`src/rtl/add_pkg.sv`:
```
// add_pkg
// Shared definitions for the four-operand mixed-signedness adder.
//   ADD_WIDTH_DEFAULT : default operand/result width
//   EXT_BITS          : guard bits added above WIDTH so the exact sum of
//                       two unsigned and two signed operands always fits
//   operand_t         : one operand/result vector at the default width
//   ext_sum_t         : exact signed sum at the default width plus guard bits
package add_pkg;

  localparam int ADD_WIDTH_DEFAULT = 64;
  localparam int EXT_BITS          = 3;

  typedef logic [ADD_WIDTH_DEFAULT-1:0]                 operand_t;
  typedef logic signed [ADD_WIDTH_DEFAULT+EXT_BITS-1:0] ext_sum_t;

endpackage

```
`src/rtl/csa_3to2.sv`:
```
// csa_3to2
// Purely combinational 3:2 carry-save compressor.
//   x, y, z : three addends of WIDTH bits
//   sum     : bitwise sum without carries (x ^ y ^ z)
//   carry   : bitwise majority shifted up one place
// sum + carry equals x + y + z modulo 2^WIDTH; the carry out of the top bit
// is dropped, so callers must size WIDTH to hold the true result.
module csa_3to2 #(
  parameter int WIDTH = 8
) (
  input  logic [WIDTH-1:0] x,
  input  logic [WIDTH-1:0] y,
  input  logic [WIDTH-1:0] z,
  output logic [WIDTH-1:0] sum,
  output logic [WIDTH-1:0] carry
);

  logic [WIDTH-1:0] majority;

  // Each bit position produces a partial sum bit and a carry that belongs
  // to the next position up.
  always_comb begin
    majority = (x & y) | (x & z) | (y & z);
    sum      = x ^ y ^ z;
    carry    = majority << 1;
  end

endmodule

```
`src/rtl/add_unit.sv`:
```
// add_unit
// Registered four-operand adder Z = A + B + C + D (mod 2^WIDTH) with a
// signed-overflow flag and a one-cycle valid handshake.
//   clk       : rising-edge clock
//   rst       : asynchronous active-high reset
//   in_valid  : operands valid this cycle
//   A, B      : unsigned operands
//   C, D      : two's-complement signed operands
//   out_valid : Z/ovf hold a fresh result (one cycle after in_valid)
//   Z         : signed sum, wrap-around at WIDTH bits
//   ovf       : exact sum does not fit in a signed WIDTH-bit value
// WIDTH must be at least 2.
module add_unit
  import add_pkg::*;
#(
  parameter int WIDTH = ADD_WIDTH_DEFAULT
) (
  input  logic             clk,
  input  logic             rst,
  input  logic             in_valid,
  input  logic [WIDTH-1:0] A,
  input  logic [WIDTH-1:0] B,
  input  logic [WIDTH-1:0] C,
  input  logic [WIDTH-1:0] D,
  output logic             out_valid,
  output logic [WIDTH-1:0] Z,
  output logic             ovf
);

  // Extended width: the worst cases are 3*2^WIDTH - 4 (positive) and
  // -2^WIDTH (negative), both of which fit in a signed WIDTH+3 vector.
  localparam int EW = WIDTH + EXT_BITS;

  logic [EW-1:0] a_ext, b_ext, c_ext, d_ext;
  logic [EW-1:0] s1, c1, s2, c2;
  logic [EW-1:0] exact_sum;
  logic [EXT_BITS:0] top_bits;
  logic          sum_ovf;

  // Widen the operands: A and B are magnitudes, C and D carry their sign.
  always_comb begin
    a_ext = {{EXT_BITS{1'b0}}, A};
    b_ext = {{EXT_BITS{1'b0}}, B};
    c_ext = {{EXT_BITS{C[WIDTH-1]}}, C};
    d_ext = {{EXT_BITS{D[WIDTH-1]}}, D};
  end

  csa_3to2 #(.WIDTH(EW)) u_csa_first (
    .x     (a_ext),
    .y     (b_ext),
    .z     (c_ext),
    .sum   (s1),
    .carry (c1)
  );

  csa_3to2 #(.WIDTH(EW)) u_csa_second (
    .x     (s1),
    .y     (c1),
    .z     (d_ext),
    .sum   (s2),
    .carry (c2)
  );

  // Final carry-propagate add, then the range test. The exact sum fits a
  // signed WIDTH-bit value only when every bit from the WIDTH-1 sign
  // position upward is identical, i.e. all zeros or all ones.
  always_comb begin
    exact_sum = s2 + c2;
    top_bits  = exact_sum[EW-1:WIDTH-1];
    sum_ovf   = !((&top_bits) || (~|top_bits));
  end

  // Output registers. Z and ovf only load on a valid edge so that operand
  // values presented while idle never reach the outputs; out_valid simply
  // follows in_valid by one cycle.
  always_ff @(posedge clk or posedge rst) begin
    if (rst) begin
      Z         <= '0;
      ovf       <= 1'b0;
      out_valid <= 1'b0;
    end else begin
      out_valid <= in_valid;
      if (in_valid) begin
        Z   <= exact_sum[WIDTH-1:0];
        ovf <= sum_ovf;
      end
    end
  end

endmodule

```
`config.mk`:
```
export PLATFORM = sky130hd
export DESIGN_NAME = add_unit
export DESIGN_NICKNAME = d
export VERILOG_FILES = /design/src/rtl/add_pkg.sv /design/src/rtl/csa_3to2.sv /design/src/rtl/add_unit.sv
export SDC_FILE = /design/constraint.sdc
export NUM_CORES = 1
export LEC_CHECK = 0
export ABC_AREA = 1
export CORE_MARGIN = 2
export CORE_UTILIZATION = 49
export DETAILED_ROUTE_END_ITERATION = 12
export PLACE_DENSITY = 0.84
export SLEW_MARGIN = 5
export SYNTH_ARGS = -nofsm -noshare
export SYNTH_HDL_FRONTEND = slang
export SYNTH_HIERARCHICAL = 1
export SYNTH_SLANG_ARGS = --single-unit
```
`constraint.sdc`:
```
create_clock -name clk -period 2.1 [get_ports clk]
set_clock_uncertainty 0.05 [all_clocks]
set_input_delay 0.21 -clock clk [delete_from_list [all_inputs] [get_ports clk]]
set_output_delay 0.21 -clock clk [all_outputs]
set_load 0.02 [all_outputs]
```
==> metrics.md, run 1 <==
| Metric | Value |
|---|---|
| Status | `aborted with a tool error` |
| Stopped at | `clock tree synthesis` |
| Tool Error | `[ERROR DPL-0033] detailed placement checks failed during check placement.` |
| Ys Warns | `6` |
| CTS buffer count | `9` |
| Synth area leaders | `fa_1 26%, dfrtp_1 16%, nand2_1 16%` |
| Count leader, synth | `nand2_1` |
| Share of the synthesized area in the top cell type | `0.262` |
| CTS Hold Bufs | `0` |
| Die Height | `148 um` |
| Largest buffer count on any clock path | `2` |
| Clk root buf | `clkbuf_16` |
| #FFs+latches synth | `66` |
| Buffers added on ports | `324` |
| Mapped Area | `between 10000 and 15000 um2` |
| DP HPWL | `between 30 and 40 mm` |
| Row count | `52` |
| # H-tree levels | `3` |
| Async S/R FF share, synth | `1.00` |
| Cells after Synth | `around 1400` |
| Cts repair resizes | `between 1000 and 1500` |
| Post-synth EDFFs | `0` |
| Initial Util | `0.501` |
| Synth area leader | `fa_1` |
| Placer Congestion | `0.982` |
| Syn Area/Cell | `7.42 um2` |
| # IOs | `approximately 330` |
| Sequential cell area fraction in the yosys report | `0.162` |
| Distinct cells, synth | `40` |
| Chip width | `~150 um` |
| # clock sinks | `between 60 and 70` |
| Commonest cells in the synthesized netlist | `431 x nand2_1, 162 x inv_1, 133 x fa_1` |
| Post-CTS setup buffers | `roughly 100` |
| Ys flop type | `dfrtp_1` |
kinds of logic after synthesis:
group	Yosys count	share of synthesized area
simple gates	679	0.277
fa+ha+maj	199	0.343
compound gates	198	0.112
buf+inv	182	0.0681
flops	66	0.162
xor+xnor	42	0.0362
other cells	3	0.00111
metrics by stage:
step	std cells	setup WS, ns	area, um2
detailed placement	2216	-1.74	16400
global placement	2216	-1.74	16400
floorplan	1376	-0.750	10900
==> run 2: changes to the inputs <==
--- a/config.mk
+++ b/config.mk
@@ -7,9 +7,9 @@
 export LEC_CHECK = 0
 export ABC_AREA = 1
 export CORE_MARGIN = 2
-export CORE_UTILIZATION = 49
+export CORE_UTILIZATION = 40
 export DETAILED_ROUTE_END_ITERATION = 12
-export PLACE_DENSITY = 0.84
+export PLACE_DENSITY_LB_ADDON = 0.15
 export SLEW_MARGIN = 5
 export SYNTH_ARGS = -nofsm -noshare
 export SYNTH_HDL_FRONTEND = slang
==> metrics.md, run 2 <==
| Metric | Value |
|---|---|
| Max frequency | `330 MHz` |
| Peak supply drop | `0.000741 V` |
| Slowest stage cell, crit path | `fa_1` |
| Cells after Synth | `1369 (unchanged)` |
| Core outline area | `about 25000 um2` |
| DIE AREA | `26700 um2` |
| Placed cell count | `2227 (+0.50%)` |
| Count leader, synth | `nand2_1` |
| Ys flop type | `dfrtp_1` |
| Via-to-Cell Ratio | `roughly 5.4` |
| # IOs | `325 (unchanged)` |
| CTS tree | `built` |
| Commonest non-fill, non-tap cells in the layout | `236 x buf_4, 224 x nand2_1, 132 x clkdlybuf4s50_1, 123 x nand2_2, 118 x buf_6` |
| Initial Util | `0.406 (-0.0947)` |
| CTS buffer count | `9 (unchanged)` |
| Setup-failing EPs final | `a little over 60` |
| Clk root buf | `clkbuf_16` |
| Hold Slack | `~0.065 ns` |
| Worst Path Max Fanout | `4` |
| Cells along the critical path | `buf_6 > fa_1 > fa_2 > ha_4 > nand2_4 > inv_2 > nand2_2 > nand2_2 > nand2_2 > nand3_4 > buf_6 > a21oi_4 > o21ai_4 > nand2_2 > nand2_4 > nand2_1 > nand2_1 > nand2_1 > nand3_1 > nand2_1` |
| Die Height | `163 um (+10%)` |
| Critical R2R Launch | `Z[24]` |
| Largest net degree at the start of global routing | `56` |
| Distinct cells, synth | `40 (unchanged)` |
| Placer Congestion | `0.948 (-3.5%)` |
| Min-delay worst type | `in2async` |
| Unrepaired setup endpoints after global routing | `true` |
| CP startpoint | `B[3]` |
| MaxCap Viol Count | `0` |
| Buffers added on ports | `324 (unchanged)` |
| Crit path launch type | `input pin` |
| Worst setup margin | `-0.930 ns` |
| Cell Pwr Density | `roughly 1300 nW/um2` |
| Leakage | `0.00921 uW` |
| Ys Warns | `6 (unchanged)` |
| Largest buffer count on any clock path | `2 (unchanged)` |
| Most flops, register | `Z` |
| First-pass iteration count of the detailed router | `5` |
| Slowest Stage Delay on Critical Path | `~0.57 ns` |
| Number of flip-flops in the largest register | `64` |
| Vias in the first global route | `between 10000 and 15000` |
| Initial DRC count | `slightly above 700` |
| Critical path data required time | `about 2.3 ns` |
| Sequential cell area fraction in the yosys report | `0.162 (unchanged)` |
| Failing checks | `setup timing` |
| Clock Latency Late Sink | `between 0.3 and 0.4 ns` |
| Top delay family on crit path | `adder cells` |
| Buf/Inv on CP | `3` |
| Mapped Area | `10200 um2 (unchanged)` |
| Total grt overflow | `0` |
| Async S/R FF share, synth | `1.00 (unchanged)` |
| Clock transition at path regs | `~0.07 ns` |
| Final hold vios | `0` |
| Chip width | `163 um (+10%)` |
| Slew Viols, Final | `0` |
| Antenna-violating nets left | `0` |
| Crit path DAT | `~3.2 ns` |
| Post-synth EDFFs | `0 (unchanged)` |
| Worst Setup End Kind | `flop` |
| Global-route wire length before repair | `67.7 mm` |
| Commonest cells in the synthesized netlist | `431 x nand2_1, 162 x inv_1, 133 x fa_1` |
| Drt wl/cell | `approximately 21 um` |
| Largest registers | `Z (64), out_valid (1), ovf (1)` |
| # H-tree levels | `3 (unchanged)` |
| Initial antenna violation count | `1` |
| #FFs+latches synth | `66 (unchanged)` |
| Wirelength, routed | `between 40 and 50 mm` |
| R2R setup slack | `around 1.1 ns` |
| Area Overhead vs Synth | `103%` |
| Layout cells sized above 1 | `0.558` |
| Diode count | `0` |
| # clock sinks | `66 (unchanged)` |
| Total track usage | `0.326` |
| Share of the synthesized area in the top cell type | `0.262 (unchanged)` |
| Detailed-route via count | `~13000` |
| Status | `complete, but fails checks` |
| Final period utilization | `1.44` |
| Syn Area/Cell | `7.42 um2 (unchanged)` |
| Commonest non-fill, non-tap cell in the layout | `buf_4` |
| Nets | `2493` |
| Row count | `58 (+12%)` |
| Worst setup path class | `in2reg` |
| CTS Hold Bufs | `0 (unchanged)` |
| Finished Layout Cells | `between 2000 and 2500` |
| Synth area leader | `fa_1` |
| DP HPWL | `32.3 mm (-14%)` |
| DRC | `0` |
| Crit path time final | `between 3 and 4 ns` |
| Synth area leaders | `fa_1 26%, dfrtp_1 16%, nand2_1 16%` |
[run 2: cell counts after synthesis]
No cell type changed its count.
[run 2: metal layers]
layer / share of wire / global-route usage / vias up
li1: - / - / 5693
met1: 0.37 / 0.399 / 6283
met2: 0.50 / 0.587 / 650
met3: 0.071 / 0.0505 / 213
met4: 0.050 / 0.104 / 2
met5: 0.00026 / 0 / -
[run 2: cell type report]
cell class	count	area, um2
clock buffer	12	246
inverter	166	676
fill	1410	4400
tap	330	413
timing repair buffer	664	5770
sequential	66	1650
clock inverter	4	51.3
multi-input combinational	1128	11800
[run 2: final timing paths]
path                            cells after the start   endpoint
worst max-delay path                               20      Z[45]
worst min-delay path                                2  out_valid
min in group clk                                    2      Z[36]
worst max register to register                      2      Z[24]
max in group asynchronous                           3      Z[39]
worst min register to register                      2      Z[36]
[run 2: metrics by stage]
stage | total power [uW] | utilization | setup slack [ns] | instance area, um2 | setup TNS, ns
2_1_floorplan | 9700 | - | -0.750 | 10900 | -28.04
3_3_place_gp | 15800 | 0.645 | -1.66 | 16100 | -80.74
3_5_place_dp | 16000 | 0.645 | -1.64 | 16100 | -81.79
4_1_cts | 22400 | 0.772 | -0.827 | 19300 | -36.96
5_1_grt | 27100 | 0.824 | -1.02 | 20600 | -47.20
6_report | 25900 | 0.824 | -0.930 | 20600 | -42.55
[run 2: logic make-up (layout without fill, tap and decap cells)]
kind of cell             after synthesis  count (layout)  synth area share
AO/OA/AOI/OAI                        198             198             0.112
AND/OR/NAND/NOR                      679             679             0.277
adder cells (fa/ha/maj)              199             199             0.343
other                                  3              10           0.00111
flip-flops                            66              66             0.162
XOR/XNOR                              42              42            0.0362
buffers and inverters                182             846            0.0681
[run 2: timing repair]
item / in CTS / in global routing
setup endpoints to repair: 64 / 61
hold endpoints to repair: 0 / 0
gates resized for setup: 1153 / 336
cloned: 0 / 0
pin swaps: 503 / 228
setup buffers: 96 / 54
[run 2: power breakdown]
part | switching, uW | internal [uW]
registers | 453 | 1890
clock network | 744 | 958
logic | 11500 | 10400
total | 12700 | 13300
Power figures use the tool's default switching activity.
